File: src/rtl/spi_ctrl_pkg.sv
// Shared types and frame constants for the SPI register-write controller.
// Frame layout: bit15 = R/W (1 = write), bits14:8 = address, bits7:0 = data.
package spi_ctrl_pkg;

  localparam int FRAME_W = 16;
  localparam int ADDR_W  = 7;
  localparam int DATA_W  = 8;

  localparam logic WRITE_BIT = 1'b1;

  typedef enum logic [2:0] {
    IDLE,
    SETUP,
    SHIFT,
    HOLD,
    GAP
  } state_t;

  function automatic logic [FRAME_W-1:0] build_frame(
    input logic              rw,
    input logic [ADDR_W-1:0] addr,
    input logic [DATA_W-1:0] data
  );
    return {rw, addr, data};
  endfunction

endpackage

File: src/rtl/spi_clk_tick.sv
// Half-period tick generator: free-running CLK_DIV down-counter that pulses
// tick for one cycle at each phase boundary; clear holds it at the reload value.
module spi_clk_tick #(
  parameter int CLK_DIV = 4
) (
  input  logic clk,
  input  logic rst_n,
  input  logic clear,
  output logic tick
);

  localparam int               CNT_W  = $clog2(CLK_DIV);
  localparam logic [CNT_W-1:0] RELOAD = CNT_W'(CLK_DIV - 1);

  logic [CNT_W-1:0] cnt;

  always_ff @(posedge clk or negedge rst_n) begin
    if (!rst_n) begin
      cnt <= RELOAD;
    end else if (clear || (cnt == '0)) begin
      cnt <= RELOAD;
    end else begin
      cnt <= cnt - CNT_W'(1);
    end
  end

  assign tick = !clear && (cnt == '0);

endmodule

File: src/rtl/spi_reg_write_ctrl.sv
// Mode-0 SPI initiator that sends one 16-bit register frame per request.
// Optional read support (rw_i, cipo_i, rdata_o) is enabled by SPI_CTRL_READ_EN.
module spi_reg_write_ctrl #(
  parameter int CLK_DIV = 4,
  parameter int ADDR_W  = 7,
  parameter int DATA_W  = 8
) (
  input  logic              clk,
  input  logic              rst_n,
  input  logic              start_i,
  input  logic [ADDR_W-1:0] addr_i,
  input  logic [DATA_W-1:0] data_i,
`ifdef SPI_CTRL_READ_EN
  input  logic              rw_i,
  input  logic              cipo_i,
  output logic [DATA_W-1:0] rdata_o,
`endif
  output logic              busy_o,
  output logic              done_o,
  output logic              sclk_o,
  output logic              copi_o,
  output logic              ncs_o
);

  import spi_ctrl_pkg::*;

  generate
    if (CLK_DIV < 2 || CLK_DIV > 255 ||
        ADDR_W != spi_ctrl_pkg::ADDR_W || DATA_W != spi_ctrl_pkg::DATA_W) begin : g_param_check
      $error("spi_reg_write_ctrl: CLK_DIV must be 2..255 and ADDR_W/DATA_W must be 7/8");
    end
  endgenerate

  state_t               state;
  state_t               state_next;
  logic [FRAME_W-1:0]   shift_q;
  logic [3:0]           bit_cnt;
  logic                 bits_done;
  logic                 sclk_q;
  logic                 done_q;
  logic                 tick;
  logic                 tick_clear;
  logic [FRAME_W-1:0]   frame_in;

`ifdef SPI_CTRL_READ_EN
  logic                 is_read_q;
  logic [DATA_W-1:0]    rx_q;
  logic [DATA_W-1:0]    rdata_q;

  assign frame_in = build_frame(rw_i, addr_i, data_i);
  assign rdata_o  = rdata_q;
`else
  assign frame_in = build_frame(WRITE_BIT, addr_i, data_i);
`endif

  // The divider idles in reload while IDLE so every frame starts with a full SETUP phase.
  assign tick_clear = (state == IDLE);

  spi_clk_tick #(
    .CLK_DIV (CLK_DIV)
  ) u_clk_tick (
    .clk   (clk),
    .rst_n (rst_n),
    .clear (tick_clear),
    .tick  (tick)
  );

  always_ff @(posedge clk or negedge rst_n) begin
    if (!rst_n) begin
      state <= IDLE;
    end else begin
      state <= state_next;
    end
  end

  always_comb begin
    state_next = state;
    case (state)
      IDLE:    if (start_i) state_next = SETUP;
      SETUP:   if (tick) state_next = SHIFT;
      SHIFT:   if (tick && !sclk_q && bits_done) state_next = HOLD;
      HOLD:    if (tick) state_next = GAP;
      GAP:     if (tick) state_next = IDLE;
      default: state_next = IDLE;
    endcase
  end

  always_comb begin
    busy_o = (state != IDLE);
    ncs_o  = !((state == SETUP) || (state == SHIFT) || (state == HOLD));
  end

  // Shifting in zeros means copi_o naturally returns low after the 16th falling edge.
  always_ff @(posedge clk or negedge rst_n) begin
    if (!rst_n) begin
      shift_q   <= '0;
      bit_cnt   <= 4'd0;
      bits_done <= 1'b0;
      sclk_q    <= 1'b0;
      done_q    <= 1'b0;
    end else begin
      done_q <= 1'b0;
      case (state)
        IDLE: begin
          sclk_q <= 1'b0;
          if (start_i) begin
            shift_q   <= frame_in;
            bit_cnt   <= 4'd15;
            bits_done <= 1'b0;
          end
        end
        SETUP: begin
          if (tick) sclk_q <= 1'b1;
        end
        SHIFT: begin
          if (tick) begin
            if (sclk_q) begin
              sclk_q  <= 1'b0;
              shift_q <= shift_q << 1;
              if (bit_cnt == 4'd0) begin
                bits_done <= 1'b1;
              end else begin
                bit_cnt <= bit_cnt - 4'd1;
              end
            end else if (!bits_done) begin
              sclk_q <= 1'b1;
            end
          end
        end
        HOLD: begin
          if (tick) done_q <= 1'b1;
        end
        default: begin
        end
      endcase
    end
  end

`ifdef SPI_CTRL_READ_EN
  // Read data is captured on the rising edges of bits 7..0 and published with done_o.
  always_ff @(posedge clk or negedge rst_n) begin
    if (!rst_n) begin
      is_read_q <= 1'b0;
      rx_q      <= '0;
      rdata_q   <= '0;
    end else begin
      if (state == IDLE && start_i) begin
        is_read_q <= !rw_i;
      end
      if (state == SHIFT && tick && !sclk_q && !bits_done && bit_cnt <= 4'd7) begin
        rx_q <= {rx_q[DATA_W-2:0], cipo_i};
      end
      if (state == HOLD && tick && is_read_q) begin
        rdata_q <= rx_q;
      end
    end
  end
`endif

  assign sclk_o = sclk_q;
  assign copi_o = shift_q[FRAME_W-1];
  assign done_o = done_q;

endmodule

File: config.mk
export PLATFORM = sky130hd
export DESIGN_NAME = spi_reg_write_ctrl
export DESIGN_NICKNAME = d
export VERILOG_FILES = /design/src/rtl/spi_ctrl_pkg.sv /design/src/rtl/spi_clk_tick.sv /design/src/rtl/spi_reg_write_ctrl.sv
export SDC_FILE = /design/constraint.sdc
export NUM_CORES = 1
export LEC_CHECK = 0
export ABC_CLOCK_PERIOD_IN_PS = 2400
export CAP_MARGIN = 20
export CORE_MARGIN = 5
export CORE_UTILIZATION = 52
export DETAILED_ROUTE_END_ITERATION = 10
export MAX_ROUTING_LAYER = met4
export PLACE_DENSITY = 0.89
export SLEW_MARGIN = 25
export SYNTH_ARGS = -nofsm -noshare
export SYNTH_HDL_FRONTEND = slang
export SYNTH_HIERARCHICAL = 1
export SYNTH_SLANG_ARGS = --single-unit
File: constraint.sdc
create_clock -name clk -period 2.4 [get_ports clk]
set_input_delay 0.36 -clock clk [delete_from_list [all_inputs] [get_ports clk]]
set_output_delay 0.36 -clock clk [all_outputs]
set_load 0.1 [all_outputs]
Yosys cells after proc, flatten, opt, wreduce, memory -nomap -nowiden:

Cells that the tools add are included.

* register bits: 28
* bits in latches: 0
* RAM bits: 0
* ROM bits: 0
* output and inout bits: 5
* logic and storage cells: 70
* memories kept: 0

* add/subtract/negate cells: 2
* $mul: 0
* divide/modulo/power cells: 0
* order comparisons: 0
* equality and inequality tests: 13
* shifts and indexed selects: 0
* multiplexer cells: 28
* bitwise gates (word level): 0
* reduce and logical (&&, ||, !) cells: 20

Operator list (count)
* $mux 16: 3
* $pmux 16 s2: 1
* $mux 4: 4
* $ne 2x2->1 const B: 8
* $mux 3: 5
* $pmux 3 s5: 1
* $reduce_and 5->1: 3
* $mux 1: 10
* $pmux 4 s2: 1
* $eq 3x2->1 const B: 2
* $reduce_bool 3->1: 2
* $logic_not 4->1: 1
* $reduce_and 4->1: 1
* $sub 4x1->4 const B: 1
* $eq 3x1->1 const B: 1
* $eq 3x3->1 const B: 1
* $logic_and 1x1->1: 3
* $logic_not 1->1: 3
* $logic_not 3->1: 1
* $logic_or 1x1->1: 3
* $pmux 1 s3: 1
* $reduce_and 3->1: 1
* $logic_not 2->1: 1
* $mux 2: 1
* 4 further kinds: 4

Longest topological paths before layout:

* depth after elaboration: 7
* mapped depth: 8
* depth with buffers taken out: 7

Cells and area by module:

The synthesis kept the hierarchy.

By module, submodules not included
* spi_reg_write_ctrl: instances 1, cells an instance 127, area each 1320.0 um^2, seq. area each 650.6 um^2
* spi_clk_tick: instances 1, cells an instance 8, area each 98.8 um^2, seq. area each 52.6 um^2

Least setup slack after synthesis:

No wires, ideal clock.

* path type: register to output
* start: register state[1]
* end: output ncs_o
* arrival time: 1.907 ns
* slack: 0.133 ns
* stages on the path, launching flop included: 3
* path buffers: 1
* path through: dfrtp_1 > buf_4 > o21bai_1

* longest elaborated chain between the ends: 4

RTL lines
* from (decl): line spi_reg_write_ctrl.sv:34 `state_t state;`
* from (signal assigned): line spi_reg_write_ctrl.sv:72 `state <= state_next;`
* $eq 3x1->1 or $eq 3x2->1 (tied branches): line spi_reg_write_ctrl.sv:90 `ncs_o = !((state == SETUP) || (state == SHIFT) || (state == HOLD));`
* $logic_or 1x1->1: line spi_reg_write_ctrl.sv:90
* $logic_or 1x1->1 *: line spi_reg_write_ctrl.sv:90
* $logic_not 1->1 *: line spi_reg_write_ctrl.sv:90
* to (decl): line spi_reg_write_ctrl.sv:22 `output logic ncs_o`

Every way passes the cells marked *; elsewhere a longest branch is shown, timed or not.

Final worst setup path:

* start: register state[1]
* end: register shift_q[4]

* longest elaborated chain between the ends: 5

RTL lines
* $logic_not 3->1: line spi_reg_write_ctrl.sv:57 `assign tick_clear = (state == IDLE);`
* net tick_clear: line spi_reg_write_ctrl.sv:42 `logic tick_clear;`
* $logic_not 1->1: line spi_clk_tick.sv:27 `assign tick = !clear && (cnt == '0);`
* $logic_and 1x1->1: line spi_clk_tick.sv:27
* net tick: line spi_reg_write_ctrl.sv:41 `logic tick;`
* $ne 2x2->1 (no line)
* $reduce_and 4->1 (no line)
* to (signal assigned): line spi_reg_write_ctrl.sv:107 `shift_q <= frame_in;`
* to (signal assigned): line spi_reg_write_ctrl.sv:119 `shift_q <= shift_q << 1;`
* to (decl): line spi_reg_write_ctrl.sv:36 `logic [FRAME_W-1:0] shift_q;`

The timed path passes the listed nets, and every way through them passes these cells.
A chain may end at the register's enable or synchronous reset.

==> impl_metrics.json <==
{
  "end_kind": "flop",
  "maxCapViolations": 0,
  "cts-root-buf": "clkbuf_4",
  "crit_type": "flop to flop",
  "arrival_ns": 2.24,
  "track_usage_pct": 14.29,
  "cp_cell_sequence": "nor3_1 -> and2b_2 -> and3_1 -> o21ai_2 -> buf_4 -> o21ai_0",
  "synth_seq_area_share_pct": 49.56,
  "grt_pass1_vias": 1028,
  "drt-initial-drc-count": 17,
  "synth_cell_type_count": 39,
  "reg2reg_depth": 6,
  "r2r_start": "state[1]",
  "rsz0062_at_grt": "false",
  "setup_slack_ns": 0.3682,
  "place_ws_ns": 0.4113,
  "syn_area_per_cell_um2": 10.51,
  "p_leak_uw": 0.0007228,
  "drive_gt1_share_pct": 15.92,
  "grt_pass1_wl_um": 4478,
  "synthFlopType": "dfrtp_1",
  "die_y_um": 62.24,
  "post_cts_resize_count": 0,
  "synth_top_cell_area_share_pct": 45.86,
  "antenna_found_initial": 0,
  "cts_hold_buf": 0,
  "ir_drop_v": 0.0009438,
  "synth_area_leaders": "dfrtp_1, mux2i_1, nand2_1, dfstp_2, o21ai_1",
  "clk_path_buf_depth": 2,
  "cts_sinks": 28,
  "synthesis.area_um2": 1419,
  "die_width_um": 62.24,
  "async_flop_share_pct": 100.0,
  "initial_core_util_pct": 52.82,
  "port_buffers": 22,
  "wl_per_cell_um": 13.28,
  "mostFrequentLayoutCells": "dfrtp_1, nand2_1, clkdlybuf4s50_1",
  "finalSetupViolCount": 0,
  "synth_cells": 135,
  "final_common_cell": "dfrtp_1",
  "cpPeakStageDelay_ns": 0.52,
  "drc": 0,
  "htreeDepth": 1,
  "gp_congestion": 0.8345,
  "min_period_ns": 2.032,
  "num_vias": 1019,
  "worstMarginPinSlew_ns": 0.3501,
  "area_delta_synth_final_pct": 18.17,
  "finClkSkew_ns": 0.001795,
  "max_freq_mhz": 492.2,
  "synth-edff-count": 0,
  "fp.dieArea_um2": 3873,
  "report.power.total_uw": 2123,
  "cp.required_ns": 2.60,
  "ys.warnings.count": 6,
  "powerDensity_nw_per_um2": 1266,
  "crit_path_top_delay_cell": "dfrtp_1",
  "drv_slew": 0,
  "status": "finished clean",
  "start_kind": "flop",
  "slew_headroom_pct": 76.66,
  "fin_tns_setup_ns": 0,
  "final_nets": 178,
  "r2r_end": "shift_q[4]",
  "synth_nets": 155,
  "core_um2": 2686,
  "rows": 19,
  "finalCritPeriodShare_pct": 84.66,
  "cp_max_fo": 30,
  "grt_max_degree": 31,
  "avgViaCountPerCell": 5.420,
  "firstDrtPassIters": 4,
  "tritoncts": "built",
  "postCtsSetupBuffers": 0,
  "holdCritPathClass": "input port to asynchronous set/reset pin",
  "n_antenna_cell": 0,
  "cts_buffers": 3,
  "reg2reg_slack_ns": 0.37,
  "io_pins": 23,
  "clock_latency_ns": 0.32,
  "ys_ff_latch": 28,
  "dp_hpwl_um": 1887,
  "grt_overflow": 0,
  "finalHoldViolations": 0,
  "ant_nets": 0,
  "synth_area_leader_cell": "dfrtp_1",
  "wl_um": 2496,
  "path_clk_slew_ns": 0.15
}
-- final cells by class --
class / count / area, um^2
fill: 219 / 1010
timing repair buffer: 26 / 237.7
clock inverter: 1 / 30.03
multi-input combinational: 93 / 621.8
tap: 31 / 38.79
clock buffer: 3 / 22.52
sequential: 28 / 703.2
inverter: 6 / 22.52
-- critical path, delay by kind of cell, from the launching register on --
kind	cells	cell delay [ns]
buffers and inverters	1	0.29
AO/OA/AOI/OAI	2	0.30
AND/OR/NAND/NOR	3	0.79
flip-flops	1	0.52
-- cell usage after synthesis (2+ instances only) --
cell type and number:
o21ai_0 7, inv_1 6, mux2i_1 15, o21ai_1 8, nor2_1 5, a21oi_1 6
ha_1 2, or3b_1 2, dfrtp_1 26, nor3b_1 2, nor3_1 2, buf_2 3
dfstp_2 2, buf_6 3, nand2_1 21, nor4_1 2
-- power breakdown --
group	switching (uW)	internal [uW]
Clock	133	169
Combinational	592	362
Sequential	177	690
Total	903	1220
-- registers in the layout, summed over array words and instances (netlist names) --
name,count
shift_q,16
done_o,1
bits_done,1
u_clk_tick/cnt,2
state,3
bit_cnt,4
sclk_o,1
-- per-layer routing --
layer / vias to the layer above / part of all wire (%) / global-route usage, %
li1: 509 / - / -
met1: 494 / 45 / 18.51
met2: 12 / 51 / 22.93
met3: 4 / 2.6 / 2.523
met4: 0 / 1.4 / 4.065
met5: - / 0 / -
-- how the worst max path moves through the flow --
stage                        start         end  slack [ns]
after global placement    state[0]  shift_q[4]        0.51
final                     state[1]  shift_q[4]        0.37
after CTS                 state[0]  shift_q[4]        0.37
after floorplan           state[1]       ncs_o        0.13
after global routing      state[0]  shift_q[4]        0.20
after detailed placement  state[0]  shift_q[4]        0.41
-- cells by family after synthesis --
logic type	synth area share (%)
and+or+nand+nor	15.26
AOI/OAI and AO/OA	13.76
DFF	49.56
muxes	12.43
buffers and inverters	6.613
adders and majority gates	1.763
xor gates and xnor gates	0.6174
-- through the flow --
stage,instance area (um^2),utilization [%],cells,hold slack (ns)
after detailed placement,1624,60.46,184,0.4720
after CTS,1677,62.41,188,0.4059
after global routing,1677,62.41,188,0.4010
final,1677,62.41,188,0.3960
after floorplan,1419,-,135,0.06441
after global placement,1624,60.46,184,0.4609
No activity file was read; power rests on OpenSTA's default activity.
